$ cat src/rtl/color_match_judge.sv
//------------------------------------------------------------------------------
// Module   : color_match_judge
// Brief    : Requests a ball/platform color set, validates it, judges landings.
// Revision : 1.0
//------------------------------------------------------------------------------
`default_nettype none

module color_match_judge #(
   parameter int SCORE_W    = 8,
   parameter int LIVES_INIT = 3,
   parameter int MAX_RETRY  = 4
) (
   input  logic               clk,
   input  logic               resetn,
   input  logic               start,
   output logic               colors_req,
   input  logic               colors_valid,
   input  logic [11:0]        new_color_plats,
   input  logic [2:0]         new_color_ball,
   input  logic               land_valid,
   input  logic [1:0]         land_plat,
   output logic [2:0]         ball_color,
   output logic [11:0]        plat_colors,
   output logic               armed,
   output logic               hit,
   output logic               miss,
   output logic [SCORE_W-1:0] score,
   output logic [2:0]         lives,
   output logic               game_over,
   output logic               fault
);

   localparam logic [2:0]         c_lives_init = 3'(LIVES_INIT);
   localparam logic [3:0]         c_max_retry  = 4'(MAX_RETRY);
   localparam logic [SCORE_W-1:0] c_score_max  = '1;

   typedef enum logic [2:0] {
      S_IDLE  = 3'd0,
      S_REQ   = 3'd1,
      S_CHECK = 3'd2,
      S_PLAY  = 3'd3,
      S_OVER  = 3'd4,
      S_FAULT = 3'd5
   } state_t;

   state_t             r_state, w_state;
   logic               r_colors_req, w_colors_req;
   logic [2:0]         r_ball, w_ball;
   logic [11:0]        r_plats, w_plats;
   logic               r_armed, w_armed;
   logic               r_hit, w_hit;
   logic               r_miss, w_miss;
   logic [SCORE_W-1:0] r_score, w_score;
   logic [2:0]         r_lives, w_lives;
   logic               r_over, w_over;
   logic               r_fault, w_fault;
   logic [3:0]         r_reject, w_reject;
   logic [3:0]         w_reject_inc;
   logic [2:0]         w_slot [4];
   logic               w_legal;

   for (genvar gi = 0; gi < 4; gi++) begin : g_slot
      assign w_slot[gi] = r_plats[3*gi +: 3];
   end

   // Legal set: nonzero ball, no empty slot, and the ball color is reachable.
   always_comb begin
      logic w_any_match;
      logic w_any_zero;
      w_any_match = 1'b0;
      w_any_zero  = 1'b0;
      for (int i = 0; i < 4; i++) begin
         if (w_slot[i] == r_ball) w_any_match = 1'b1;
         if (w_slot[i] == 3'd0)   w_any_zero  = 1'b1;
      end
      w_legal = (r_ball != 3'd0) && !w_any_zero && w_any_match;
   end

   assign w_reject_inc = r_reject + 4'd1;

   always_comb begin
      w_state      = r_state;
      w_colors_req = r_colors_req;
      w_ball       = r_ball;
      w_plats      = r_plats;
      w_armed      = r_armed;
      w_hit        = 1'b0;
      w_miss       = 1'b0;
      w_score      = r_score;
      w_lives      = r_lives;
      w_over       = r_over;
      w_fault      = r_fault;
      w_reject     = r_reject;
      case (r_state)
         S_IDLE: begin
            if (start) begin
               w_state      = S_REQ;
               w_colors_req = 1'b1;
            end
         end
         S_REQ: begin
            if (colors_valid) begin
               w_ball       = new_color_ball;
               w_plats      = new_color_plats;
               w_colors_req = 1'b0;
               w_state      = S_CHECK;
            end
         end
         S_CHECK: begin
            if (w_legal) begin
               w_reject = 4'd0;
               w_armed  = 1'b1;
               w_state  = S_PLAY;
            end else begin
               w_reject = w_reject_inc;
               if (w_reject_inc == c_max_retry) begin
                  w_fault = 1'b1;
                  w_state = S_FAULT;
               end else begin
                  w_colors_req = 1'b1;
                  w_state      = S_REQ;
               end
            end
         end
         S_PLAY: begin
            if (land_valid) begin
               w_armed = 1'b0;
               if (w_slot[land_plat] == r_ball) begin
                  w_hit        = 1'b1;
                  w_score      = (r_score == c_score_max) ? r_score : r_score + 1'b1;
                  w_colors_req = 1'b1;
                  w_state      = S_REQ;
               end else begin
                  w_miss  = 1'b1;
                  w_lives = r_lives - 3'd1;
                  if (r_lives == 3'd1) begin
                     w_over  = 1'b1;
                     w_state = S_OVER;
                  end else begin
                     w_colors_req = 1'b1;
                     w_state      = S_REQ;
                  end
               end
            end
         end
         S_OVER: begin
            if (start) begin
               w_score      = '0;
               w_lives      = c_lives_init;
               w_over       = 1'b0;
               w_reject     = 4'd0;
               w_colors_req = 1'b1;
               w_state      = S_REQ;
            end
         end
         default: begin
            w_colors_req = 1'b0;
         end
      endcase
   end

   always_ff @(posedge clk or negedge resetn) begin
      if (!resetn) begin
         r_state      <= S_IDLE;
         r_colors_req <= 1'b0;
         r_ball       <= 3'd0;
         r_plats      <= 12'd0;
         r_armed      <= 1'b0;
         r_hit        <= 1'b0;
         r_miss       <= 1'b0;
         r_score      <= '0;
         r_lives      <= c_lives_init;
         r_over       <= 1'b0;
         r_fault      <= 1'b0;
         r_reject     <= 4'd0;
      end else begin
         r_state      <= w_state;
         r_colors_req <= w_colors_req;
         r_ball       <= w_ball;
         r_plats      <= w_plats;
         r_armed      <= w_armed;
         r_hit        <= w_hit;
         r_miss       <= w_miss;
         r_score      <= w_score;
         r_lives      <= w_lives;
         r_over       <= w_over;
         r_fault      <= w_fault;
         r_reject     <= w_reject;
      end
   end

   assign colors_req  = r_colors_req;
   assign ball_color  = r_ball;
   assign plat_colors = r_plats;
   assign armed       = r_armed;
   assign hit         = r_hit;
   assign miss        = r_miss;
   assign score       = r_score;
   assign lives       = r_lives;
   assign game_over   = r_over;
   assign fault       = r_fault;

endmodule

`default_nettype wire
$ cat config.mk
export PLATFORM = sky130hd
export DESIGN_NAME = color_match_judge
export DESIGN_NICKNAME = d
export VERILOG_FILES = /design/src/rtl/color_match_judge.sv
export SDC_FILE = /design/constraint.sdc
export NUM_CORES = 1
export LEC_CHECK = 0
export BUFFER_PORTS_ARGS = -buffer_cell sky130_fd_sc_hd__buf_4
export CORE_MARGIN = 5
export CORE_UTILIZATION = 59
export CTS_BUF_LIST = sky130_fd_sc_hd__clkbuf_4 sky130_fd_sc_hd__clkbuf_8
export DETAILED_ROUTE_END_ITERATION = 6
export GPL_TIMING_DRIVEN = 0
export PLACE_DENSITY = 0.86
export SETUP_SLACK_MARGIN = 0.2
export SLEW_MARGIN = 20
export SYNTH_ARGS = -nofsm -noshare
export SYNTH_HDL_FRONTEND = slang
export SYNTH_SLANG_ARGS = --single-unit
$ cat constraint.sdc
create_clock -name clk -period 3.3 [get_ports clk]
set_input_delay 0.33 -clock clk [delete_from_list [all_inputs] [get_ports clk]]
set_output_delay 0.33 -clock clk [all_outputs]
set_load 0.02 [all_outputs]
==> flow_summary_export.csv <==
group,metric,value,unit
run_status,status,"finished, violations left",
run_status,violations,"hold timing",
floorplanning,start_util,0.6016,
routing,via_per_inst,5.843,
grt,grt_max_degree,40,
clock_tree,clock_latency,0.30,ns
setup_path,worstSetupPathType,"register to register",
timing,fin_crit,2.300,ns
grt,busiest_layer,"met2",
timing,drv_slew,0,
synthesis,syn_avg_cell_area,10.07,sq um
synthesis,ys.flop_type,"dfrtp_1",
routing,wirelength,5112,microns
placement,gp_congestion,0.8811,
synthesis,synth_seq_cells,39,
synthesis,synthTopCellsByArea,"dfrtp_1 (42%), mux2_2 (8.2%), mux2i_1 (4.1%), xnor2_1 (3.2%), nand2_1 (3.1%)",
final_layout,fin_cells,325,
synthesis,yosysTopAreaCell,"dfrtp_1",
routing,post_drt_wl_per_cell,15.73,microns
setup_path,r2r_cells,5,
setup_path,reg2reg_to,"plat_colors[2]",
setup_path,arrival,2.48,ns
timing,fmax,434.7,MHz
final_layout,layout-drive-gt1-share,0.3213,
setup_path,worstSetupEndpointType,"register",
grt,grt_use_met2,0.3646,
grt,met1_usage,0.2669,
pwr,powerDensity,363.1,nW/um^2
clock_tree,clock_path_buffers,2,
pwr,ir_worst_vdd,0.3231,mV
grt,grt_pass1_wl,8804,microns
synthesis,synth_edf_count,0,
timing,timing.hold.ws,-0.01351,ns
floorplanning,die_w,70.87,microns
final_layout,nets,302,
grt,grt_antenna_before_repair,0,
clock_tree,cts_tree,"done",
routing,route.detailed.drc,0,
floorplanning,die_area,5022,sq um
timing,setup_viol,0,
clock_tree,cts_buffers,5,
placement,placedCellCount,317,
synthesis,syn_area,2186,sq um
clock_tree,cts_setup_buffers,0,
clock_tree,clock_sinks,39,
grt,grt_util_met3,0.05824,
setup_path,cp_max_fo,10,
timing,finalSetupTns,0,ns
synthesis,synth_cell_type_count,45,
routing,drt-pass1-iter-count,5,
grt,grt_pass1_vias,1968,
timing,finalCritPeriodShare,0.6970,
floorplanning,ios,54,
clock_tree,htreeDepth,2,
setup_path,rrSetupSlack,1.0,ns
clock_tree,cts-resized-gates,0,
synthesis,synth_seq_area_share,0.4476,
timing,tightest_slew,1.036,ns
timing,rsz0062_at_grt,"no",
floorplanning,rows,22,
routing,drtIter0Drc,165,
setup_path,cp_data_required_time,3.48,ns
synthesis,yosysMostFrequentCell,"dfrtp_1",
timing,hold_viol,22,
floorplanning,core_area,3633,sq um
synthesis,synth_cells,217,
synthesis,syn_nets,243,
job,max_cap_violations,0,
clock_tree,cts_hold_buf,0,
final_layout,n_antenna_cell,0,
synthesis,netlist.area_leader.share,0.4236,
grt,grt_overflow,0,
synthesis,ys_top_cells_by_count,"dfrtp_1 (37), nand2_1 (18), mux2_2 (16)",
grt,gr-usage-all-layers,0.2187,
synthesis,postSynth.asyncResetShare,1.000,
pwr,power.leakage,1.285,nW
final_layout,areaGrowthSynthToFinish,24.67,%
floorplanning,die_y,70.87,microns
placement,place_hpwl,3845,microns
final_layout,num-fill-cells,286,
clock_tree,cts-root-buf,"clkbuf_8",
timing,fin_skew,0.007327,ns
timing,max-slew-margin-rel,0.3039,
routing,final_antenna_net_count,0,
routing,vias,1899,
hold_path,hold_class,"input pin to async pin",
synthesis,yosys_warnings,0,
setup_path,cp-start-kind,"register",
clock_tree,cts.clk_slew.worst_paths,0.08,ns
placement,portBuffers,52,
setup_path,r2r_start,"r_state[1]",
==> logic make-up after synthesis <==
family	share of synthesized area
multiplexers	0.1408
AO/OA/AOI/OAI	0.1145
buffers and inverters	0.03606
adder cells (fa/ha/maj)	0.02290
XOR/XNOR	0.06010
flip-flops	0.4476
AND/OR/NAND/NOR	0.1780
==> power breakdown <==
part	leakage, nW	total (W)	switching (W)	internal, W
Clock	0.0491	0.000329	0.000164	0.000165
Combinational	0.761	0.000148	0.0000772	0.0000712
Sequential	0.475	0.000513	0.0000204	0.000492
==> metrics by stage <==
stage	utilization	power (W)	cell area (sq um)	setup WS (ns)	hold slack, ns
floorplan	-	0.0006009	2186	1.264	0.03441
global placement	0.7256	0.0006644	2636	0.9975	0.3257
detailed placement	0.7256	0.0006695	2636	1.023	0.3259
CTS	0.7500	0.0009992	2725	1.009	0.006194
global route	0.7500	0.001034	2725	0.8549	0.02745
finish	0.7500	0.0009896	2725	0.9997	-0.01351
==> flip-flops by register name (all words and copies together), names as in the netlist <==
name	flops
plat_colors	12
hit	1
miss	1
fault	1
colors_req	1
r_state	3
r_reject	4
armed	1
score	8
ball_color	3
lives	3
game_over	1
==> critical path: stages, from the launching register on <==
cell and delay, ns:
dfrtp_1 0.40, clkbuf_1 0.23, nand2b_1 0.21, nor2_1 0.48
clkbuf_1 0.45, mux2_2 0.40
==> per-layer routing <==
metal	up-vias	part of all wire
met2	62	0.50
met5	-	0
met3	12	0.061
met4	0	0.021
met1	935	0.41
li1	890	-
==> area by class of cell <==
cell class                      instances  area, sq um  share of cell area
Tap cell                               48        60.06             0.02204
Timing Repair Buffer                   52        390.4              0.1433
Clock inverter                          1        5.005            0.001837
Multi-Input combinational cell        159         1129              0.4141
Inverter                               10        37.54             0.01377
Clock buffer                            7        83.83             0.03076
Sequential cell                        39        978.4              0.3590
Buffer                                  9        41.29             0.01515
==> layout by cell type, fill, tap and decap left out, types with 2 or more instances in the layout <==
| master | n |
|---|---|
| ha_1 | 4 |
| nor3_1 | 4 |
| nand3_1 | 13 |
| clkbuf_8 | 5 |
| mux2i_1 | 9 |
| nor2b_1 | 2 |
| nor2_1 | 14 |
| or4_1 | 2 |
| clkbuf_4 | 2 |
| or3_1 | 5 |
| a31oi_1 | 2 |
| o31ai_1 | 5 |
| o21ai_0 | 12 |
| dfrtp_1 | 37 |
| a21oi_1 | 8 |
| nand3b_1 | 2 |
| mux2_2 | 16 |
| dfstp_2 | 2 |
| xor2_1 | 7 |
| inv_1 | 10 |
| buf_2 | 3 |
| o221ai_2 | 2 |
| nand2_1 | 18 |
| buf_4 | 53 |
| xnor2_1 | 8 |
| nand2b_1 | 6 |
| clkbuf_1 | 5 |
==> worst max-delay path by stage <==
stage                           endpoint  slack, ns     startpoint  cells after the start
after floorplan                 score[7]       1.26  ball_color[0]                      8
after global placement    plat_colors[2]        1.0     r_state[1]                      5
after detailed placement  plat_colors[1]       1.02     r_state[1]                      5
after CTS                 plat_colors[2]       1.01     r_state[1]                      5
after global routing      plat_colors[0]       0.85     r_state[1]                      5
final                     plat_colors[2]        1.0     r_state[1]                      5
No activity file was read; power rests on OpenSTA's default activity.
